--- src/rtl/layer_pipeline_scheduler.sv ---
// rtl/layer_pipeline_scheduler.sv - parametrised multi-stage layer scheduler with boundary transfers
// Launches each stage, moves stage k output memory into stage k+1 input memory, streams frames.
module layer_pipeline_scheduler #(
  parameter int NUM_STAGES = 5,
  parameter int IDX_W      = 16,
  parameter int FRAME_W    = 8,
  parameter logic [(NUM_STAGES-1)*IDX_W-1:0] XFER_LEN = {(NUM_STAGES-1){IDX_W'(1)}}
) (
  input  logic                            clk,
  input  logic                            reset,
  input  logic                            start,
  input  logic [FRAME_W-1:0]              num_frames,
  input  logic                            mode,
  output logic [NUM_STAGES-1:0]           stage_start,
  input  logic [NUM_STAGES-1:0]           stage_done,
  output logic [(NUM_STAGES-1)*IDX_W-1:0] xfer_rd_index,
  output logic [(NUM_STAGES-1)*IDX_W-1:0] xfer_wr_index,
  output logic [NUM_STAGES-2:0]           xfer_wr_en,
  output logic                            busy,
  output logic                            done,
  output logic [FRAME_W-1:0]              frames_out,
  output logic                            err
);

  localparam int NB = NUM_STAGES - 1;

  typedef enum logic [1:0] {T_IDLE, T_RUN, T_DONE} top_t;
  typedef enum logic [1:0] {S_IDLE, S_RUN, S_HOLD, S_XFER} stage_t;

  top_t               top;
  stage_t             st [NUM_STAGES];
  logic [FRAME_W-1:0] nf_q;
  logic [FRAME_W-1:0] launched;
  logic [FRAME_W-1:0] fo_inc;
  logic               seq_q;
  logic [IDX_W-1:0]   rd_q [NB];
  logic [IDX_W-1:0]   wr_q [NB];
  logic               rd_act [NB];
  logic [IDX_W-1:0]   xfer_last [NB];

  logic               any_active;
  logic [NB-1:0]      xfer_rdy;
  logic [NB-1:0]      xfer_go;
  logic               launch_rdy;
  logic               launch_go;
  logic               fin_done;

  for (genvar k = 0; k < NB; k++) begin : g_bnd
    assign xfer_last[k] = XFER_LEN[k*IDX_W +: IDX_W] - IDX_W'(1);
    assign xfer_rd_index[k*IDX_W +: IDX_W] = rd_q[k];
    assign xfer_wr_index[k*IDX_W +: IDX_W] = wr_q[k];
  end

  assign fin_done = (st[NUM_STAGES-1] == S_RUN) && stage_done[NUM_STAGES-1];
  assign fo_inc   = frames_out + 1'b1;

  // Sequential mode allows one new action only when nothing computes or transfers; the
  // highest ready boundary wins so the pipe drains before a new frame enters.
  always_comb begin
    any_active = 1'b0;
    for (int s = 0; s < NUM_STAGES; s++)
      if (st[s] == S_RUN || st[s] == S_XFER) any_active = 1'b1;
    for (int k = 0; k < NB; k++)
      xfer_rdy[k] = (st[k] == S_HOLD) && (st[k+1] == S_IDLE);
    launch_rdy = (top == T_RUN) && (st[0] == S_IDLE) && (launched < nf_q);
    xfer_go    = xfer_rdy;
    launch_go  = launch_rdy;
    if (seq_q) begin
      xfer_go   = '0;
      launch_go = 1'b0;
      if (!any_active) begin
        for (int k = 0; k < NB; k++) begin
          if (xfer_rdy[k]) begin
            xfer_go    = '0;
            xfer_go[k] = 1'b1;
          end
        end
        launch_go = launch_rdy && (xfer_rdy == '0);
      end
    end
  end

  always_ff @(posedge clk or posedge reset) begin
    if (reset) begin
      top         <= T_IDLE;
      nf_q        <= '0;
      seq_q       <= 1'b0;
      launched    <= '0;
      frames_out  <= '0;
      busy        <= 1'b0;
      done        <= 1'b0;
      err         <= 1'b0;
      stage_start <= '0;
      xfer_wr_en  <= '0;
      for (int s = 0; s < NUM_STAGES; s++) st[s] <= S_IDLE;
      for (int k = 0; k < NB; k++) begin
        rd_q[k]   <= '0;
        wr_q[k]   <= '0;
        rd_act[k] <= 1'b0;
      end
    end else begin
      stage_start <= '0;
      done        <= 1'b0;
      if (fin_done) frames_out <= fo_inc;

      case (top)
        T_IDLE: begin
          if (start) begin
            nf_q       <= num_frames;
            seq_q      <= mode;
            frames_out <= '0;
            busy       <= 1'b1;
            if (num_frames == '0) begin
              top      <= T_DONE;
              done     <= 1'b1;
              launched <= '0;
            end else begin
              // First launch happens on the accepting edge itself.
              top            <= T_RUN;
              launched       <= FRAME_W'(1);
              st[0]          <= S_RUN;
              stage_start[0] <= 1'b1;
            end
          end
        end
        T_RUN: begin
          if (fin_done && fo_inc == nf_q) begin
            top  <= T_DONE;
            done <= 1'b1;
          end
        end
        T_DONE: begin
          top  <= T_IDLE;
          busy <= 1'b0;
        end
        default: top <= T_IDLE;
      endcase

      if (launch_go) begin
        st[0]          <= S_RUN;
        stage_start[0] <= 1'b1;
        launched       <= launched + 1'b1;
      end

      for (int s = 0; s < NUM_STAGES; s++) begin
        if (stage_done[s] && st[s] != S_RUN) err <= 1'b1;
        if (stage_done[s] && st[s] == S_RUN)
          st[s] <= (s == NUM_STAGES - 1) ? S_IDLE : S_HOLD;
      end

      // Write side trails the read side by one cycle to cover output-memory read latency.
      for (int k = 0; k < NB; k++) begin
        if (xfer_go[k]) begin
          st[k]     <= S_XFER;
          rd_q[k]   <= '0;
          rd_act[k] <= 1'b1;
        end else if (st[k] == S_XFER) begin
          if (rd_act[k]) begin
            if (rd_q[k] == xfer_last[k]) rd_act[k] <= 1'b0;
            else                         rd_q[k]   <= rd_q[k] + 1'b1;
          end else if (xfer_wr_en[k]) begin
            st[k]            <= S_IDLE;
            st[k+1]          <= S_RUN;
            stage_start[k+1] <= 1'b1;
          end
        end
        xfer_wr_en[k] <= rd_act[k];
        wr_q[k]       <= rd_act[k] ? rd_q[k] : '0;
      end
    end
  end

endmodule

--- config.mk ---
export PLATFORM = sky130hd
export DESIGN_NAME = layer_pipeline_scheduler
export DESIGN_NICKNAME = d
export VERILOG_FILES = /design/src/rtl/layer_pipeline_scheduler.sv
export SDC_FILE = /design/constraint.sdc
export NUM_CORES = 1
export LEC_CHECK = 0
export CAP_MARGIN = 20
export CELL_PAD_IN_SITES_DETAIL_PLACEMENT = 0
export CELL_PAD_IN_SITES_GLOBAL_PLACEMENT = 2
export CORE_ASPECT_RATIO = 1.2
export CORE_UTILIZATION = 29
export DETAILED_ROUTE_END_ITERATION = 8
export PLACE_DENSITY = 0.79
export SETUP_SLACK_MARGIN = 0.2
export SYNTH_ARGS = -nofsm -noshare
export SYNTH_HDL_FRONTEND = slang
export SYNTH_SLANG_ARGS = --single-unit
--- constraint.sdc ---
create_clock -name clk -period 7.05 [get_ports clk]
set_input_delay 1.7625 -clock clk [delete_from_list [all_inputs] [get_ports clk]]
set_output_delay 1.7625 -clock clk [all_outputs]
set_load 0.1 [all_outputs]
Yosys cells after proc, flatten, opt, wreduce, memory -nomap -nowiden
Cells that the tools add are included.
{"block": "classes", "n_addsub": 6, "n_lt_le_gt_ge": 1, "n_eq_ne": 28, "muxes": 120, "reduce_logical": 55}
{"op": "16-bit two-way mux", "count": 20}
{"op": "4-bit two-way mux", "count": 17}
{"op": "16-bit by 1-bit adder with 16-bit output, second input constant", "count": 4}
{"op": "16-bit logical NOT", "count": 4}
{"op": "1-bit two-way mux", "count": 54}
{"op": "8-bit two-way mux", "count": 6}
{"op": "2-bit two-way mux", "count": 20}
{"op": "2-bit nonzero test", "count": 11}
{"op": "2-bit equality test, second input constant", "count": 10}
{"op": "1-bit logical AND", "count": 18}
{"op": "8-bit by 1-bit adder with 8-bit output, second input constant", "count": 2}
{"op": "2-bit by 1-bit equality test with 1-bit output, second input constant", "count": 6}
{"op": "2-bit logical NOT", "count": 6}
{"op": "2-bit by 1-bit != test with 1-bit output, second input constant", "count": 6}
{"op": "3-bit AND reduction", "count": 4}
{"op": "2-bit != test, second input constant", "count": 5}
{"op": "8-bit equality test", "count": 1}
{"op": "8-bit logical NOT", "count": 1}
{"op": "8-bit less-than comparator", "count": 1}
{"op": "2-bit AND reduction", "count": 4}
{"op": "1-bit logical OR", "count": 5}
{"op": "5-bit nonzero test", "count": 1}
{"op": "4-bit logical NOT", "count": 1}
{"op": "1-bit one-hot mux with 2 select lines", "count": 2}
{"op": "2-bit one-hot mux with 2 select lines", "count": 1}
{"block": "totals", "ff_bits": 181, "input_bits": 17, "out_inout_bits": 148, "word_cells": 237}

Longest topological paths before layout
Gate-level depths: netlist of the first run.
{"block": "logic_depth", "word_depth": 27, "mapped_depth": 9, "depth_no_buf": 8}

Worst setup path after synthesis of the first run
Ideal clock, no wire load.
{"block": "synth_timing", "path_kind": "input -> register", "startpoint": "input port num_frames[3]", "endpoint": "register st[8] (netlist name)", "setup_time_ns": 0.124, "arrival_time_ns": 2.879, "t_required_ns": 6.926, "slack_ns": 4.047, "stages": 4, "n_path_buf": 0, "path_cell_list": "or4_1 o21ai_0 nand2_1 o31a_1"}
{"block": "synth_between", "elab_chain_len": 10}
{"element": "start, declared", "line": "12", "text": "input logic [FRAME_W-1:0] num_frames,"}
{"element": "8-bit logical NOT (*)", "line": "113", "text": "if (num_frames == '0) begin"}
{"element": "2-bit two-way mux (*)", "line": "113"}
{"element": "2-bit two-way mux (*)", "line": "108", "text": "if (start) begin"}
{"element": "2-bit two-way mux (*)", "line": "106", "text": "case (top)"}
{"element": "2-bit two-way mux (*)", "line": "139", "text": "if (launch_go) begin"}
{"element": "2-bit two-way mux (*)", "line": "147", "text": "if (stage_done[s] && st[s] == S_RUN)"}
{"element": "4-bit two-way mux", "line": "161", "text": "end else if (xfer_wr_en[k]) begin"}
{"element": "4-bit two-way mux", "line": "158", "text": "if (rd_act[k]) begin"}
{"element": "4-bit two-way mux (*)", "line": "157", "text": "end else if (st[k] == S_XFER) begin"}
{"element": "2-bit two-way mux (*)", "line": "153", "text": "if (xfer_go[k]) begin"}
{"element": "end signal, assigned by index", "line": "148", "text": "st[s] <= (s == NUM_STAGES - 1) ? S_IDLE : S_HOLD;"}
{"element": "end, declared", "line": "31", "text": "stage_t st [NUM_STAGES];"}
Every way passes the cells marked *; elsewhere a longest branch is shown, timed or not.
A chain may end at the register's enable or synchronous reset.

Worst setup path after layout of the first run
{"block": "layout_timing", "startpoint": "register rd_q (netlist bit xfer_rd_index[37])", "endpoint": "output port xfer_rd_index[37]"}
{"element": "start, declared", "line": "36", "text": "logic [IDX_W-1:0] rd_q [NB];"}
{"element": "start signal, assigned by index", "line": "160", "text": "else rd_q[k] <= rd_q[k] + 1'b1;"}
{"element": "end, declared", "line": "16", "text": "output logic [(NUM_STAGES-1)*IDX_W-1:0] xfer_rd_index,"}
No word-level cell between the ends.

==> flow_summary.ini, run 1 <==
[sta]
fin_crit_sh = 0.558
setup_viol = 0
finalHoldViolations = 0
fin_setup_tns_ns = 0
holdWs_ns = 0.444
fmax_ghz = 0.254
rsz0062_at_grt = no
skew_ns = 0.0132
post-route-min-period_ns = 3.93
relSlewSlack = 0.309
drv_slew = 0
tightest_slew_ns = 1.03

[routing]
met1_length_mm = 9.35
maxUsedRoutingLayer = met4
drc = 0
wl_met2_mm = 9.70
dr.pass1.iters = 4
drtIter0Drc = 276
final_antenna_net_count = 0
wirelength_mm = 20.1
wire_per_inst_um = 15.7
vias_per_cell = 4.64
num_vias = 5921
route.met3.wl_um = 778

[logic_synthesis]
ys_ff_latch = 181
syn_inst = 767
synth.avg_cell_area_um2 = 10.5
synth.cell_area_mm2 = 0.00804
seq_area_frac_synth = 0.563
postSynth.asyncResetShare = 1.00
synth.net_count = 801
synth_cell_types = 50
synth-edff-count = 0
ys.warnings.count = 0
synthFlopType = dfrtp_1

[worst_setup_path]
worstRegToRegCells = 6
critical_path_class = reg -> out
cp_num_buf_inv = 1
cp_cell_sequence = clkdlybuf4s50_1
critical_path_arrival_ns = 2.17
crit_fanout = 9
slowest_delay_ns = 1.20
critPathCaptureType = output port
crit_required_ns = 5.29
path_depth = 1
critPathLaunchType = register
timing.rr.start = st[8]$_DFF_PP0_
cp-startpoint = xfer_rd_index[37]$_DFFE_PP0P_
crit_family = buffers and inverters
slowest_stage = clkdlybuf4s50_1

[placement]
portBuffers = 164
dp.cells = 1244
dp_hpwl_mm = 13.9
gp_congestion = 0.759
dpl_cell_area_mm2 = 0.0100

[clock_tree]
post_cts_resized = 0
cts_tree = done
clk_pin_slew_ns = 0.07
clkSinkCount = 181
hold_buffers = 0
cts-root-buf = clkbuf_16
post-cts-setup-buffers = 0
cts_max_level = 4
clockBufferDepth = 2
insertion_delay_ns = 0.44
cts_buffers = 17

[layout]
diodes = 0
final_cells = 1277
syn_to_final_growth_pct = 32.7
nNetsFinal = 958
drive_gt1_frac = 0.0523
final_area_mm2 = 0.0107
nFillCells = 2686

[global_route]
grt_max_degree = 128
grt_use_total = 0.150
grt_pass1_vias = 5966
grt_pass1_wl_mm = 33.3
antenna_found_initial = 0
gr-total-overflow = 0

[die]
rows = 66
core_mm2 = 0.0272
io_pins = 165
initial_core_util = 0.296
fp.dieH_um = 184
die_w_um = 154
dieArea_mm2 = 0.0284

[run]
cap_violations = 0

[status]
outcome = completed

[hold_path]
hold_start = top[1]$_DFFE_PP0P_
hold_depth = 1
hp-class = reg -> reg

[power]
ir_worst_vdd_mv = 0.153
p_leak_nw = 4.81
power_density_mw_per_mm2 = 219
-- kinds of logic after synthesis --
kind of cell,share of synthesized area
and+or+nand+nor,0.232
adders and majority gates,0.0265
DFF,0.563
buffers and inverters,0.0327
xor gates and xnor gates,0.0741
muxes,0.00794
AOI/OAI and AO/OA,0.0630
-- placed cells by master, fill, tap and decap left out, drive strengths merged, types with 4 or more instances in the layout --
cell type        n
nand2b           7
ha              17
nor2            82
nand3           34
clkbuf          20
bufinv           4
xnor2           33
and4             9
nand2           51
a21oi           28
nor4             9
inv             40
and3            14
buf              4
nor3            22
dfrtp          181
nor3b            8
or3             12
o21ai           27
nor2b            6
and2            64
clkdlybuf4s50  164
nor4b            6
o31ai            4
a211o            7
xor2            35
nand4           17
-- layout make-up --
type / instances / area (um2) / share of cell area
inverters: 36 / 143 / 0.0134
flip-flops and latches: 181 / 4530 / 0.424
well taps: 340 / 425 / 0.0399
clock inverters: 12 / 191 / 0.0179
multi-input cells: 520 / 3250 / 0.304
repair buffers: 168 / 1680 / 0.157
clock buffers: 20 / 457 / 0.0428
-- registers in the layout, indices dropped and copies added, names as in the netlist --
signal / flops
xfer_wr_index: 64
busy: 1
err: 1
xfer_wr_en: 4
frames_out: 8
done: 1
nf_q: 8
xfer_rd_index: 64
st: 10
seq_q: 1
rd_act: 4
top: 2
stage_start: 5
launched: 8
-- per-stage QoR --
stage / total power, mW / utilization / setup slack, ns
final: 2.34 / 0.393 / 3.12
after global placement: 1.31 / 0.368 / 3.10
after detailed placement: 1.32 / 0.368 / 3.04
after CTS: 2.38 / 0.392 / 3.09
after floorplan: 1.26 / - / 0.372
after global routing: 2.45 / 0.393 / 3.04
-- worst reg2reg max path: stages, from the launching register on --
cell     delay [ns]
dfrtp_1        0.37
buf_4          0.17
or4_1          0.55
or3_4          0.40
o31ai_4        0.33
and4b_1        0.74
o31a_1         0.23
-- power by group --
| part | internal [mW] | switching, mW |
|---|---|---|
| logic | 0.0680 | 0.128 |
| clock network | 0.621 | 0.426 |
| registers | 1.06 | 0.0331 |
-- final timing paths --
check / to / slack [ns]
max: xfer_rd_index[37] / 3.12
min: busy$_DFFE_PP0P_ / 0.44
max reg2reg: st[8]$_DFF_PP0_ / 4.20
min reg2reg: busy$_DFFE_PP0P_ / 0.44
max in group asynchronous: xfer_rd_index[11]$_DFFE_PP0P_ / 3.85
min in group asynchronous: xfer_wr_index[43]$_DFF_PP0_ / 1.89
-- Yosys cell counts (9+ instances only) --
cell / number / share of area
a21oi_1: 28 / 0.017
nor2_1: 82 / 0.038
nor3_1: 20 / 0.012
or3_1: 11 / 0.0086
xor2_1: 35 / 0.038
and4_1: 9 / 0.0098
and2_1: 64 / 0.050
o21ai_0: 25 / 0.016
dfrtp_1: 181 / 0.56
nor4_1: 9 / 0.0070
and3_1: 14 / 0.011
clkbuf_1: 25 / 0.012
xnor2_1: 33 / 0.036
nand3_1: 34 / 0.021
nand4_1: 17 / 0.013
inv_1: 34 / 0.016
ha_1: 17 / 0.026
nand2_1: 51 / 0.024
-- per-layer routing --
layer  up-vias  GRT usage
met2        96      0.246
met3        15     0.0357
met1      2906      0.195
met4         0     0.0456
li1       2904          -
met5         -          0
No activity file was read; power rests on OpenSTA's default activity.
==> run 2, diff against run 1 <==
- CORE_UTILIZATION: 29 -> 32
- PLACE_DENSITY: 0.79 -> 0.83
- clock period: 7.05 -> 3.7 ns (I/O delays scaled with it)
==> run 2 against run 1 <==
Via count rose by 0.78%. Global-route usage rose by 1.0 points. Largest cell class unchanged. Sequential cell count stayed put. Sequential share of layout area is 1.1 points higher. First-iteration DRC count decreased by 30%. Wire length is 2.4% lower. Worst setup slack got worse by 2.3 ns.
==> flow_summary.ini, run 2 (synthesis gave the netlist of run 1 again) <==
[sta]
setup_slack_ns = 0.773
drv_slew = 0
fin_crit_sh = 0.791
post-route-min-period_ns = 2.93
fmax_ghz = 0.342
relSlewSlack = 0.334
skew_ns = 0.00996
holdWs_ns = 0.447
tightest_slew_ns = 0.996
fin_setup_tns_ns = 0
setup_viol = 0
rsz0062_at_grt = no
finalHoldViolations = 0

[global_route]
grt_use_total = 0.160
antenna_found_initial = 1
grt_max_degree = 104
gr-total-overflow = 0
busiest_layer = met2
grt_pass1_vias = 6014
met3_usage = 0.0416
grt_pass1_wl_mm = 32.5
grt_use_met2 = 0.271
use_met1 = 0.201

[die]
dieArea_mm2 = 0.0258
die_w_um = 147
fp.dieH_um = 176
core_mm2 = 0.0247
rows = 63
initial_core_util = 0.326
io_pins = 165

[clock_tree]
hold_buffers = 0
cts-root-buf = clkbuf_16
cts_buffers = 17
cts_max_level = 4
insertion_delay_ns = 0.43
post-cts-setup-buffers = 0
clockBufferDepth = 2
clk_pin_slew_ns = 0.07
cts_tree = done
clkSinkCount = 181
post_cts_resized = 0

[worst_setup_path]
slowest_stage = clkdlybuf4s50_1
reg2reg_to = launched[5]$_DFFE_PP0P_
worstRegToRegCells = 6
crit_family = buffers and inverters
crit_required_ns = 2.77
timing.rr.start = st[8]$_DFF_PP0_
cp_cell_sequence = clkdlybuf4s50_1
critPathLaunchType = register
critical_path_arrival_ns = 2.00
critical_path_class = reg -> out
critPathCaptureType = output port
slowest_delay_ns = 1.15
cp_num_buf_inv = 1
r2r_slack_ns = 0.93
crit_fanout = 3

[placement]
gp_congestion = 0.763
dp_hpwl_mm = 13.7
place_ws_ns = 0.918
portBuffers = 164
dpl_cell_area_mm2 = 0.00982

[layout]
diodes = 0
layout_commonest_cell = dfrtp_1
final_util = 0.422
final_area_mm2 = 0.0104
drive_gt1_frac = 0.136
syn_to_final_growth_pct = 29.4
nNetsFinal = 958
final_cell_mix = dfrtp_1, clkdlybuf4s50_1, nor2_1, buf_4, and2_1

[routing]
num_vias = 5967
vias_per_cell = 4.73
drtIter0Drc = 193
final_antenna_net_count = 0
wire_per_inst_um = 15.5
wirelength_mm = 19.6
dr.pass1.iters = 4
drc = 0

[hold_path]
hold_depth = 1
hold_start = top[1]$_DFFE_PP0P_
hp-class = reg -> reg
hold_path_end = busy$_DFFE_PP0P_

[power]
power_density_mw_per_mm2 = 410
p_leak_nw = 4.93
ir_worst_vdd_mv = 0.332

[status]
outcome = completed

[run]
cap_violations = 0
==> run 2: cell count changes in the layout (fill, tap and decap cells not counted), sizes merged <==
| cell | previous run | this run |
|---|---|---|
| clkinv | 3 | 1 |
| bufinv | 4 | 2 |
| buf | 4 | 84 |
| clkinvlp | 1 | 5 |
| clkbuf | 20 | 22 |
| clkdlybuf4s50 | 164 | 84 |
| inv | 40 | 38 |
==> run 2: how the worst max path moves through the flow <==
stage	from	endpoint	slack (ns)	cells past startpoint
6_report	frames_out[7]$_DFF_PP0_	frames_out[7]	0.77	1
5_1_grt	frames_out[7]$_DFF_PP0_	frames_out[7]	0.70	1
4_1_cts	frames_out[7]$_DFF_PP0_	frames_out[7]	0.74	1
3_5_place_dp	num_frames[3]	st[8]$_DFF_PP0_	0.92	5
3_3_place_gp	num_frames[0]	st[8]$_DFF_PP0_	0.91	5
2_1_floorplan	reset	busy$_DFFE_PP0P_	0.45	1
==> run 2: cell type report <==
class                           count  area (um2)
Timing Repair Buffer              168        1500
Clock inverter                     10         121
Multi-Input combinational cell    520        3250
Tap cell                          325         407
Sequential cell                   181        4530
Inverter                           36         139
Clock buffer                       22         464
Fill cell                        2384       14300
==> run 2: report_power, final <==
| group | leakage, nW | switching [mW] | internal (mW) |
|---|---|---|---|
| clock | 0.274 | 0.780 | 1.04 |
| combinational | 2.22 | 0.226 | 0.124 |
| sequential | 2.43 | 0.0706 | 2.02 |
| total | 4.93 | 1.08 | 3.19 |
==> run 2: metrics by stage <==
| step | std cells | total power [mW] |
|---|---|---|
| 3_3_place_gp | 1230 | 2.48 |
| 2_1_floorplan | 767 | 2.39 |
| 6_report | 1262 | 4.26 |
| 3_5_place_dp | 1230 | 2.49 |
| 4_1_cts | 1262 | 4.34 |
| 5_1_grt | 1262 | 4.45 |
==> run 2: per-layer routing <==
| layer | wire [um] | vias to the layer above |
|---|---|---|
| met1 | 8770 | 2958 |
| met2 | 9850 | 92 |
| met4 | 189 | 0 |
| met5 | 0 | - |
| met3 | 781 | 12 |
| li1 | - | 2905 |
